File: src/rtl/param_queue_pkg.sv
// param_queue_pkg: shared defaults and the registered status bundle
package param_queue_pkg;
   localparam int DEF_DATA_W = 8;
   localparam int DEF_DEPTH  = 8;
   typedef struct packed {
      logic full;
      logic empty;
      logic almost_full;
      logic almost_empty;
      logic overflow;
      logic underflow;
   } queue_status_t;
endpackage

File: src/rtl/param_queue_if.sv
// param_queue_if: request/response bundle between a producer-consumer and the queue
interface param_queue_if import param_queue_pkg::*; #(
   parameter int DATA_W = DEF_DATA_W,
   parameter int DEPTH  = DEF_DEPTH
);
   logic                     flush_in;
   logic                     clear_err_in;
   logic [DATA_W-1:0]        data_in;
   logic                     enqueue_in;
   logic                     dequeue_in;
   logic [DATA_W-1:0]        data_out;
   logic                     valid_out;
   logic [$clog2(DEPTH):0]   len_out;
   logic                     full_out;
   logic                     empty_out;
   logic                     almost_full_out;
   logic                     almost_empty_out;
   logic                     overflow_out;
   logic                     underflow_out;
   modport slave (
      input  flush_in, clear_err_in, data_in, enqueue_in, dequeue_in,
      output data_out, valid_out, len_out, full_out, empty_out,
             almost_full_out, almost_empty_out, overflow_out, underflow_out
   );
   modport master (
      output flush_in, clear_err_in, data_in, enqueue_in, dequeue_in,
      input  data_out, valid_out, len_out, full_out, empty_out,
             almost_full_out, almost_empty_out, overflow_out, underflow_out
   );
endinterface

File: src/rtl/param_queue_mem.sv
// queue_mem: storage array, synchronous write and combinational read
module queue_mem import param_queue_pkg::*; #(
   parameter int DATA_W = DEF_DATA_W,
   parameter int DEPTH  = DEF_DEPTH
) (
   input  logic                       clk_i,
   input  logic                       we_i,
   input  logic [$clog2(DEPTH)-1:0]   waddr_i,
   input  logic [DATA_W-1:0]          wdata_i,
   input  logic [$clog2(DEPTH)-1:0]   raddr_i,
   output logic [DATA_W-1:0]          rdata_o
);
   logic [DATA_W-1:0] mem_q [DEPTH];
   // Write port; contents are never reset, the pointers decide what is live
   always_ff @(posedge clk_i) begin
      if (we_i) mem_q[waddr_i] <= wdata_i;
   end
   assign rdata_o = mem_q[raddr_i];
endmodule

File: src/rtl/param_queue.sv
// param_queue: circular-buffer FIFO with occupancy, threshold flags and sticky errors
module param_queue import param_queue_pkg::*; #(
   parameter int DATA_W   = DEF_DATA_W,
   parameter int DEPTH    = DEF_DEPTH,
   parameter int AF_LEVEL = DEPTH - 2,
   parameter int AE_LEVEL = 2
) (
   input  logic          clk_10khz,
   input  logic          reset_n,
   param_queue_if.slave  bus
);
   localparam int AW = $clog2(DEPTH);
   localparam int LW = AW + 1;
   localparam logic [LW-1:0] FULL_L = LW'(DEPTH);
   localparam logic [LW-1:0] AF_L   = LW'(AF_LEVEL);
   localparam logic [LW-1:0] AE_L   = LW'(AE_LEVEL);

   logic [AW-1:0]     wr_q, wr_d, rd_q, rd_d;
   logic [LW-1:0]     len_q, len_d;
   logic [DATA_W-1:0] data_q, data_d, rdata;
   logic              valid_q, valid_d;
   queue_status_t     st_q, st_d;
   logic              deq_ok, enq_ok, we;

   queue_mem #(.DATA_W(DATA_W), .DEPTH(DEPTH)) u_mem (
      .clk_i   (clk_10khz),
      .we_i    (we),
      .waddr_i (wr_q),
      .wdata_i (bus.data_in),
      .raddr_i (rd_q),
      .rdata_o (rdata)
   );

   // Acceptance, next pointers/length, and flags derived from the next length
   always_comb begin
      deq_ok         = bus.dequeue_in && len_q != '0;
      enq_ok         = bus.enqueue_in && (len_q != FULL_L || deq_ok);
      we             = enq_ok && !bus.flush_in;
      wr_d           = bus.flush_in ? '0 : wr_q + AW'(enq_ok);
      rd_d           = bus.flush_in ? '0 : rd_q + AW'(deq_ok);
      len_d          = bus.flush_in ? '0 : len_q + LW'(enq_ok) - LW'(deq_ok);
      valid_d        = deq_ok && !bus.flush_in;
      data_d         = valid_d ? rdata : data_q;
      st_d.full         = len_d == FULL_L;
      st_d.empty        = len_d == '0;
      st_d.almost_full  = len_d >= AF_L;
      st_d.almost_empty = len_d <= AE_L;
      st_d.overflow  = bus.flush_in ? st_q.overflow :
                       (bus.enqueue_in && !enq_ok) || (st_q.overflow && !bus.clear_err_in);
      st_d.underflow = bus.flush_in ? st_q.underflow :
                       (bus.dequeue_in && !deq_ok) || (st_q.underflow && !bus.clear_err_in);
   end

   // State register with synchronous active-low reset
   always_ff @(posedge clk_10khz) begin
      if (!reset_n) begin
         wr_q    <= '0;
         rd_q    <= '0;
         len_q   <= '0;
         data_q  <= '0;
         valid_q <= 1'b0;
         st_q    <= '{full: 1'b0, empty: 1'b1, almost_full: 1'b0, almost_empty: 1'b1,
                      overflow: 1'b0, underflow: 1'b0};
      end else begin
         wr_q    <= wr_d;
         rd_q    <= rd_d;
         len_q   <= len_d;
         data_q  <= data_d;
         valid_q <= valid_d;
         st_q    <= st_d;
      end
   end

   assign bus.data_out         = data_q;
   assign bus.valid_out        = valid_q;
   assign bus.len_out          = len_q;
   assign bus.full_out         = st_q.full;
   assign bus.empty_out        = st_q.empty;
   assign bus.almost_full_out  = st_q.almost_full;
   assign bus.almost_empty_out = st_q.almost_empty;
   assign bus.overflow_out     = st_q.overflow;
   assign bus.underflow_out    = st_q.underflow;
endmodule

File: src/flat_wrapper.sv
// flat-port wrapper written by rule: the top's interface ports become plain ports
module param_queue_flat import param_queue_pkg::*;
#(
   parameter int DATA_W   = DEF_DATA_W,
   parameter int DEPTH    = DEF_DEPTH,
   parameter int AF_LEVEL = DEPTH - 2,
   parameter int AE_LEVEL = 2
)
  (clk_10khz, reset_n, bus_flush_in, bus_clear_err_in, bus_data_in, bus_enqueue_in, bus_dequeue_in, bus_data_out, bus_valid_out, bus_len_out, bus_full_out, bus_empty_out, bus_almost_full_out, bus_almost_empty_out, bus_overflow_out, bus_underflow_out);
  param_queue_if #(.DATA_W(DATA_W), .DEPTH(DEPTH)) bus_i ();
  input  logic clk_10khz;
  input  logic reset_n;
  input wire logic [$bits(bus_i.flush_in)-1:0] bus_flush_in;
  input wire logic [$bits(bus_i.clear_err_in)-1:0] bus_clear_err_in;
  input wire logic [$bits(bus_i.data_in)-1:0] bus_data_in;
  input wire logic [$bits(bus_i.enqueue_in)-1:0] bus_enqueue_in;
  input wire logic [$bits(bus_i.dequeue_in)-1:0] bus_dequeue_in;
  output wire logic [$bits(bus_i.data_out)-1:0] bus_data_out;
  output wire logic [$bits(bus_i.valid_out)-1:0] bus_valid_out;
  output wire logic [$bits(bus_i.len_out)-1:0] bus_len_out;
  output wire logic [$bits(bus_i.full_out)-1:0] bus_full_out;
  output wire logic [$bits(bus_i.empty_out)-1:0] bus_empty_out;
  output wire logic [$bits(bus_i.almost_full_out)-1:0] bus_almost_full_out;
  output wire logic [$bits(bus_i.almost_empty_out)-1:0] bus_almost_empty_out;
  output wire logic [$bits(bus_i.overflow_out)-1:0] bus_overflow_out;
  output wire logic [$bits(bus_i.underflow_out)-1:0] bus_underflow_out;
  assign bus_i.flush_in = bus_flush_in;
  assign bus_i.clear_err_in = bus_clear_err_in;
  assign bus_i.data_in = bus_data_in;
  assign bus_i.enqueue_in = bus_enqueue_in;
  assign bus_i.dequeue_in = bus_dequeue_in;
  assign bus_data_out = bus_i.data_out;
  assign bus_valid_out = bus_i.valid_out;
  assign bus_len_out = bus_i.len_out;
  assign bus_full_out = bus_i.full_out;
  assign bus_empty_out = bus_i.empty_out;
  assign bus_almost_full_out = bus_i.almost_full_out;
  assign bus_almost_empty_out = bus_i.almost_empty_out;
  assign bus_overflow_out = bus_i.overflow_out;
  assign bus_underflow_out = bus_i.underflow_out;
  param_queue #(.DATA_W(DATA_W), .DEPTH(DEPTH), .AF_LEVEL(AF_LEVEL), .AE_LEVEL(AE_LEVEL)) u_core (.clk_10khz(clk_10khz), .reset_n(reset_n), .bus(bus_i));
endmodule
File: config.mk
export PLATFORM = sky130hd
export DESIGN_NAME = param_queue_flat
export DESIGN_NICKNAME = d
export VERILOG_FILES = /design/src/rtl/param_queue_pkg.sv /design/src/rtl/param_queue_if.sv /design/src/rtl/param_queue_mem.sv /design/src/rtl/param_queue.sv /design/src/flat_wrapper.sv
export SDC_FILE = /design/constraint.sdc
export NUM_CORES = 1
export LEC_CHECK = 0
export ABC_AREA = 1
export ABC_CLOCK_PERIOD_IN_PS = 5600
export CORE_AREA = 5 5 86 88
export CTS_BUF_LIST = sky130_fd_sc_hd__clkbuf_16
export CTS_CLUSTER_DIAMETER = 200
export DETAILED_ROUTE_END_ITERATION = 7
export DIE_AREA = 0 0 91 93
export PLACE_DENSITY = 0.81
export SYNTH_ARGS = -nofsm -noshare
export SYNTH_HDL_FRONTEND = slang
export SYNTH_SLANG_ARGS = --single-unit
File: constraint.sdc
create_clock -name clk_10khz -period 5.6 [get_ports clk_10khz]
set_input_delay 1.68 -clock clk_10khz [delete_from_list [all_inputs] [get_ports clk_10khz]]
set_output_delay 1.68 -clock clk_10khz [all_outputs]
set_load 0.1 [all_outputs]
After elaboration in Yosys (flattened, before gate mapping)

Memories as Yosys holds them, arrays and structs flattened. A register that Yosys moved wholly into a read port is not among the register bits.
Cells that the tools add are included.

Output and inout bits: 19
Flip-flop bits (word level): 17
Memories kept: 1
Memory bits (writable): 64

Memories:

| memory             | depth | bits a word | rd ports | clocked after memory_dff | write ports | line                  | source |
|---|---|---|---|---|---|---|---|
| u_core.u_mem.mem_q | 8     | 8           | 1        | 1                        | 1           | param_queue_mem.sv:13 | `logic [DATA_W-1:0] mem_q [DEPTH];` |

Add/subtract/negate cells: 4
Bitwise gates (word level): 1
Magnitude comparators: 2
Multiplexer cells: 3
Equality and inequality tests: 2
Reductions and logical operators: 19

Operators with widths:

| operator             | number |
|---|---|
| $logic_and A1 B1 Y1  | 8 |
| $add A3 B1 Y3        | 2 |
| $logic_not A1 Y1     | 5 |
| $add A4 B1 Y4        | 1 |
| $eq A4 B4 Y1 const B | 1 |
| $ge A4 B3 Y1 const B | 1 |
| $le A4 B2 Y1 const B | 1 |
| $logic_not A4 Y1     | 1 |
| $mux W4              | 1 |
| $ne A4 B4 Y1 const B | 1 |
| $reduce_bool A4 Y1   | 1 |
| $sub A4 B1 Y4        | 1 |
| $logic_or A1 B1 Y1   | 3 |
| $mux W1              | 2 |
| $reduce_or A2 Y1     | 1 |
| $not A1 Y1           | 1 |

Logic depth before layout (Yosys ltp)

Depth in word-level cells: 8
Mapped depth: 15

Hierarchy

From an unflattened synthesis, not the netlist that was laid out.

Cells, all modules: 426
Area, all modules: 3982.6 sq um

Modules (own cells, without submodules):

| module      | cells each | instances | sequential area each (sq um) | area an instance (sq um) |
|---|---|---|---|---|
| queue_mem   | 295        | 1         | 1921.8                       | 2890.3 |
| param_queue | 131        | 1         | 500.5                        | 1092.3 |

Worst setup path before layout

OpenSTA, ideal clock, no wires.

Kind: input to register
Start: input bus_dequeue_in
End: register u_core.st_q, in the netlist u_core.bus.empty_out
Data arrival time: 3.204 ns
Cell stages on the path: 12
Setup slack: 2.287 ns
Library setup time: 0.110 ns
Cell sequence: nand2_2 > inv_1 > ha_1 > inv_1 > ha_1 > fa_1 > a21oi_1 > o21ai_1 > o211ai_1 > nand2_1 > nand2_1 > inv_1

Word-level cells in the longest chain between the ends: 7

Ends and longest elaborated chain:

| what                    | line               | source |
|---|---|---|
| from (decl)             | flat_wrapper.sv:17 | `input wire logic [$bits(bus_i.dequeue_in)-1:0] bus_dequeue_in;` |
| $logic_and A1 B1 Y1 (*) | param_queue.sv:36  | `deq_ok = bus.dequeue_in && len_q != '0;` |
| $logic_or A1 B1 Y1      | param_queue.sv:37  | `enq_ok = bus.enqueue_in && (len_q != FULL_L \|\| deq_ok);` |
| $logic_and A1 B1 Y1     | param_queue.sv:37  |  |
| $add A4 B1 Y4           | param_queue.sv:41  | `len_d = bus.flush_in ? '0 : len_q + LW'(enq_ok) - LW'(deq_ok);` |
| $sub A4 B1 Y4 (*)       | param_queue.sv:41  |  |
| $mux W4 (*)             | param_queue.sv:41  |  |
| $logic_not A4 Y1 (*)    | param_queue.sv:45  | `st_d.empty = len_d == '0;` |
| to (signal assigned)    | param_queue.sv:62  | `st_q <= '{full: 1'b0, empty: 1'b1, almost_full: 1'b0, almost_empty: 1'b1,` |
| to (signal assigned)    | param_queue.sv:70  | `st_q <= st_d;` |
| to (decl)               | param_queue.sv:22  | `queue_status_t st_q, st_d;` |

Mark *: on every way between the ends. The rest lies on a longest branch, timed or not.
A chain may end at the register's enable or synchronous reset.

Final worst setup path

Start: register u_core.len_q[1] (netlist: u_core.bus.len_out[1])
End: output bus_len_out[1]

RTL lines:

| what                   | line               | source |
|---|---|---|
| from (decl)            | param_queue.sv:19  | `logic [LW-1:0] len_q, len_d;` |
| from (signal assigned) | param_queue.sv:67  | `len_q <= len_d;` |
| to (decl)              | flat_wrapper.sv:20 | `output wire logic [$bits(bus_i.len_out)-1:0] bus_len_out;` |

No word-level cell between the ends.

==> impl_metrics.tcl <==
set metrics [dict create \
    clkSinkCount 89 \
    core_um2 6570 \
    peakVddDrop_uv 298 \
    synth_area_um2 3840 \
    routed_wl_mm 8.04 \
    cp_slowest_stage_delay_ns 1.17 \
    outcome "finished, final reports clean" \
    avgSynthCellArea_um2 9.94 \
    start_util 0.584 \
    slew_violations 0 \
    grt_antenna_before_repair 0 \
    gp_congestion 0.918 \
    critPathBufInv 1 \
    min_path_type "reg -> reg" \
    cp.arrival_ns 1.94 \
    hold_violations 0 \
    fmax_mhz 277 \
    grt_usage 0.205 \
    crit_slowest_cell "clkdlybuf4s50_1" \
    cts_resized 0 \
    antenna_cells 0 \
    slew_headroom 0.267 \
    die_area_um2 8460 \
    startpoint_type "flop" \
    hold_buffers 0 \
    ys_types 28 \
    grt_pass1_vias 2670 \
    drive_above_1_share 0.0615 \
    drt-initial-drc-count 199 \
    maxCapViolCount 0 \
    grt_pass1_wl_mm 13.0 \
    final_nets 443 \
    numCtsBuffers 9 \
    port_buffers 32 \
    synth-seq-cells 89 \
    crit_path_end_kind "output pin" \
    finalClockSkew_ns 0.00394 \
    crit_type "reg -> out" \
    fin_ws_ns 1.98 \
    rows 30 \
    post-route-min-period_ns 3.62 \
    synth-seq-area-share 0.631 \
    tightest_slew_ns 1.09 \
    wl_per_cell_um 16.0 \
    ant_nets 0 \
    rsz0062_at_grt "false" \
    io_pins 33 \
    rr_startpoint "u_core.bus.len_out[2]" \
    fp.dieH_um 93 \
    drc 0 \
    cp_top_family "buffers and inverters" \
    leakage_uw 0.00188 \
    dp_slack_ns 1.66 \
    crit_chain "clkdlybuf4s50_1" \
    grt.overflow.total 0 \
    crit_start "u_core.bus.len_out[1]" \
    fp.dieW_um 91 \
    final.setup.tns_ns 0 \
    place_hpwl_mm 5.57 \
    htreeDepth 3 \
    vias_per_cell 5.35 \
    postLayoutCoreUtil 0.685 \
    period_share 0.646 \
    syn_nets 411 \
    pwr_density_cell_nw_per_um2 467 \
    finalPower_uw 2100 \
    drt_pass1_iterations 5 \
    setup_viol_count_final 0 \
    syn2layout_area_growth_pct 17.2 \
    post_cts_buffers 0 \
    worst_ep_required_time_ns 3.92 \
    dr_total_vias 2692 \
    clockBufferDepth 2 \
    clock_latency_ns 0.34 \
    hold_start "u_core.bus.data_out[5]" \
    critPathMaxFanout 4 \
    grt_max_degree 33 \
    synthCells 386 \
    clk_pin_slew_ns 0.06 \
    clk_root_buffer_cell "clkbuf_16" \
    cts_tree "done" \
    yosys_warnings 0 \
]
registers in the layout (all words and copies together), names as in the netlist:
register	cells
u_core.bus.valid_out	1
u_core.bus.data_out	8
u_core.rd_q	3
u_core.bus.overflow_out	1
u_core.bus.full_out	1
u_core.u_mem.mem_q	64
u_core.wr_q	3
u_core.bus.underflow_out	1
u_core.bus.almost_empty_out	1
u_core.bus.almost_full_out	1
u_core.bus.empty_out	1
u_core.bus.len_out	4
routing by layer:
layer	routed length, µm	GRT usage	up-vias
met4	327	0.128	0
met3	455	0.0507	29
met2	4040	0.334	97
met1	3220	0.243	1257
met5	0	0	-
li1	-	-	1309
cell usage in the layout (no fill, tap or decap), drive strengths merged:
| cell | count |
|---|---|
| clkinv | 1 |
| clkbuf | 11 |
| nor3 | 8 |
| dfxtp | 25 |
| o21ai | 3 |
| fa | 1 |
| o31ai | 1 |
| o211ai | 1 |
| xnor2 | 2 |
| a31oi | 1 |
| a31o | 1 |
| nand3 | 54 |
| bufinv | 1 |
| ha | 10 |
| nor2 | 14 |
| nand4 | 1 |
| nand2 | 104 |
| inv | 78 |
| a21oi | 9 |
| clkdlybuf4s50 | 32 |
| buf | 1 |
| edfxtp | 64 |
final cells by class:
type | instances | area (µm²)
clock inverter | 5 | 57.6
fill | 469 | 2070
inverter | 75 | 287
multi-input combinational | 210 | 1030
tap | 80 | 100
clock buffer | 11 | 275
sequential | 89 | 2420
timing repair buffer | 33 | 328
Yosys cell counts:
cell,count,area share
a31o_2,1,0.0023
o21ai_0,2,0.0026
buf_6,6,0.018
edfxtp_1,64,0.50
xnor2_1,2,0.0046
dfxtp_1,25,0.13
nand2_2,1,0.0016
clkbuf_1,1,0.00098
nor2_2,1,0.0016
o31ai_1,1,0.0020
o211ai_1,1,0.0020
o21ai_1,1,0.0013
nor2_1,12,0.012
nand4_1,1,0.0016
inv_2,3,0.0029
nor2_4,1,0.0029
a31oi_1,1,0.0016
buf_4,1,0.0020
nor3_1,8,0.010
inv_1,70,0.068
inv_4,2,0.0033
ha_1,10,0.033
nand2_1,103,0.10
buf_2,4,0.0052
nand3_1,53,0.069
nand3_2,1,0.0026
fa_1,1,0.0052
a21oi_1,9,0.012
power by group:
part / switching, µW / internal (µW)
Clock: 242 / 400
Combinational: 490 / 181
Sequential: 32.4 / 755
Total: 764 / 1340
final timing paths:
path                       endpoint  slack [ns]  depth (start not counted)
min reg2reg  u_core.bus.data_out[5]        0.46                          2
min          u_core.bus.data_out[5]        0.46                          2
max                  bus_len_out[1]        1.98                          1
max reg2reg    u_core.bus.empty_out        3.14                         15
logic make-up after synthesis:
family	Yosys count	synth area share
AND/OR/NAND/NOR	181	0.202
buffers and inverters	87	0.100
XOR/XNOR	2	0.00457
flip-flops	89	0.631
AO/OA/AOI/OAI	16	0.0235
adder cells (fa/ha/maj)	11	0.0378
metrics by stage:
stage	cell area (µm²)	hold slack, ns	cells
2_1_floorplan	3840	0.518	386
3_3_place_gp	4170	0.452	487
3_5_place_dp	4170	0.457	487
4_1_cts	4500	0.466	503
5_1_grt	4500	0.482	503
6_report	4500	0.462	503
No activity file was read; power rests on OpenSTA's default activity.
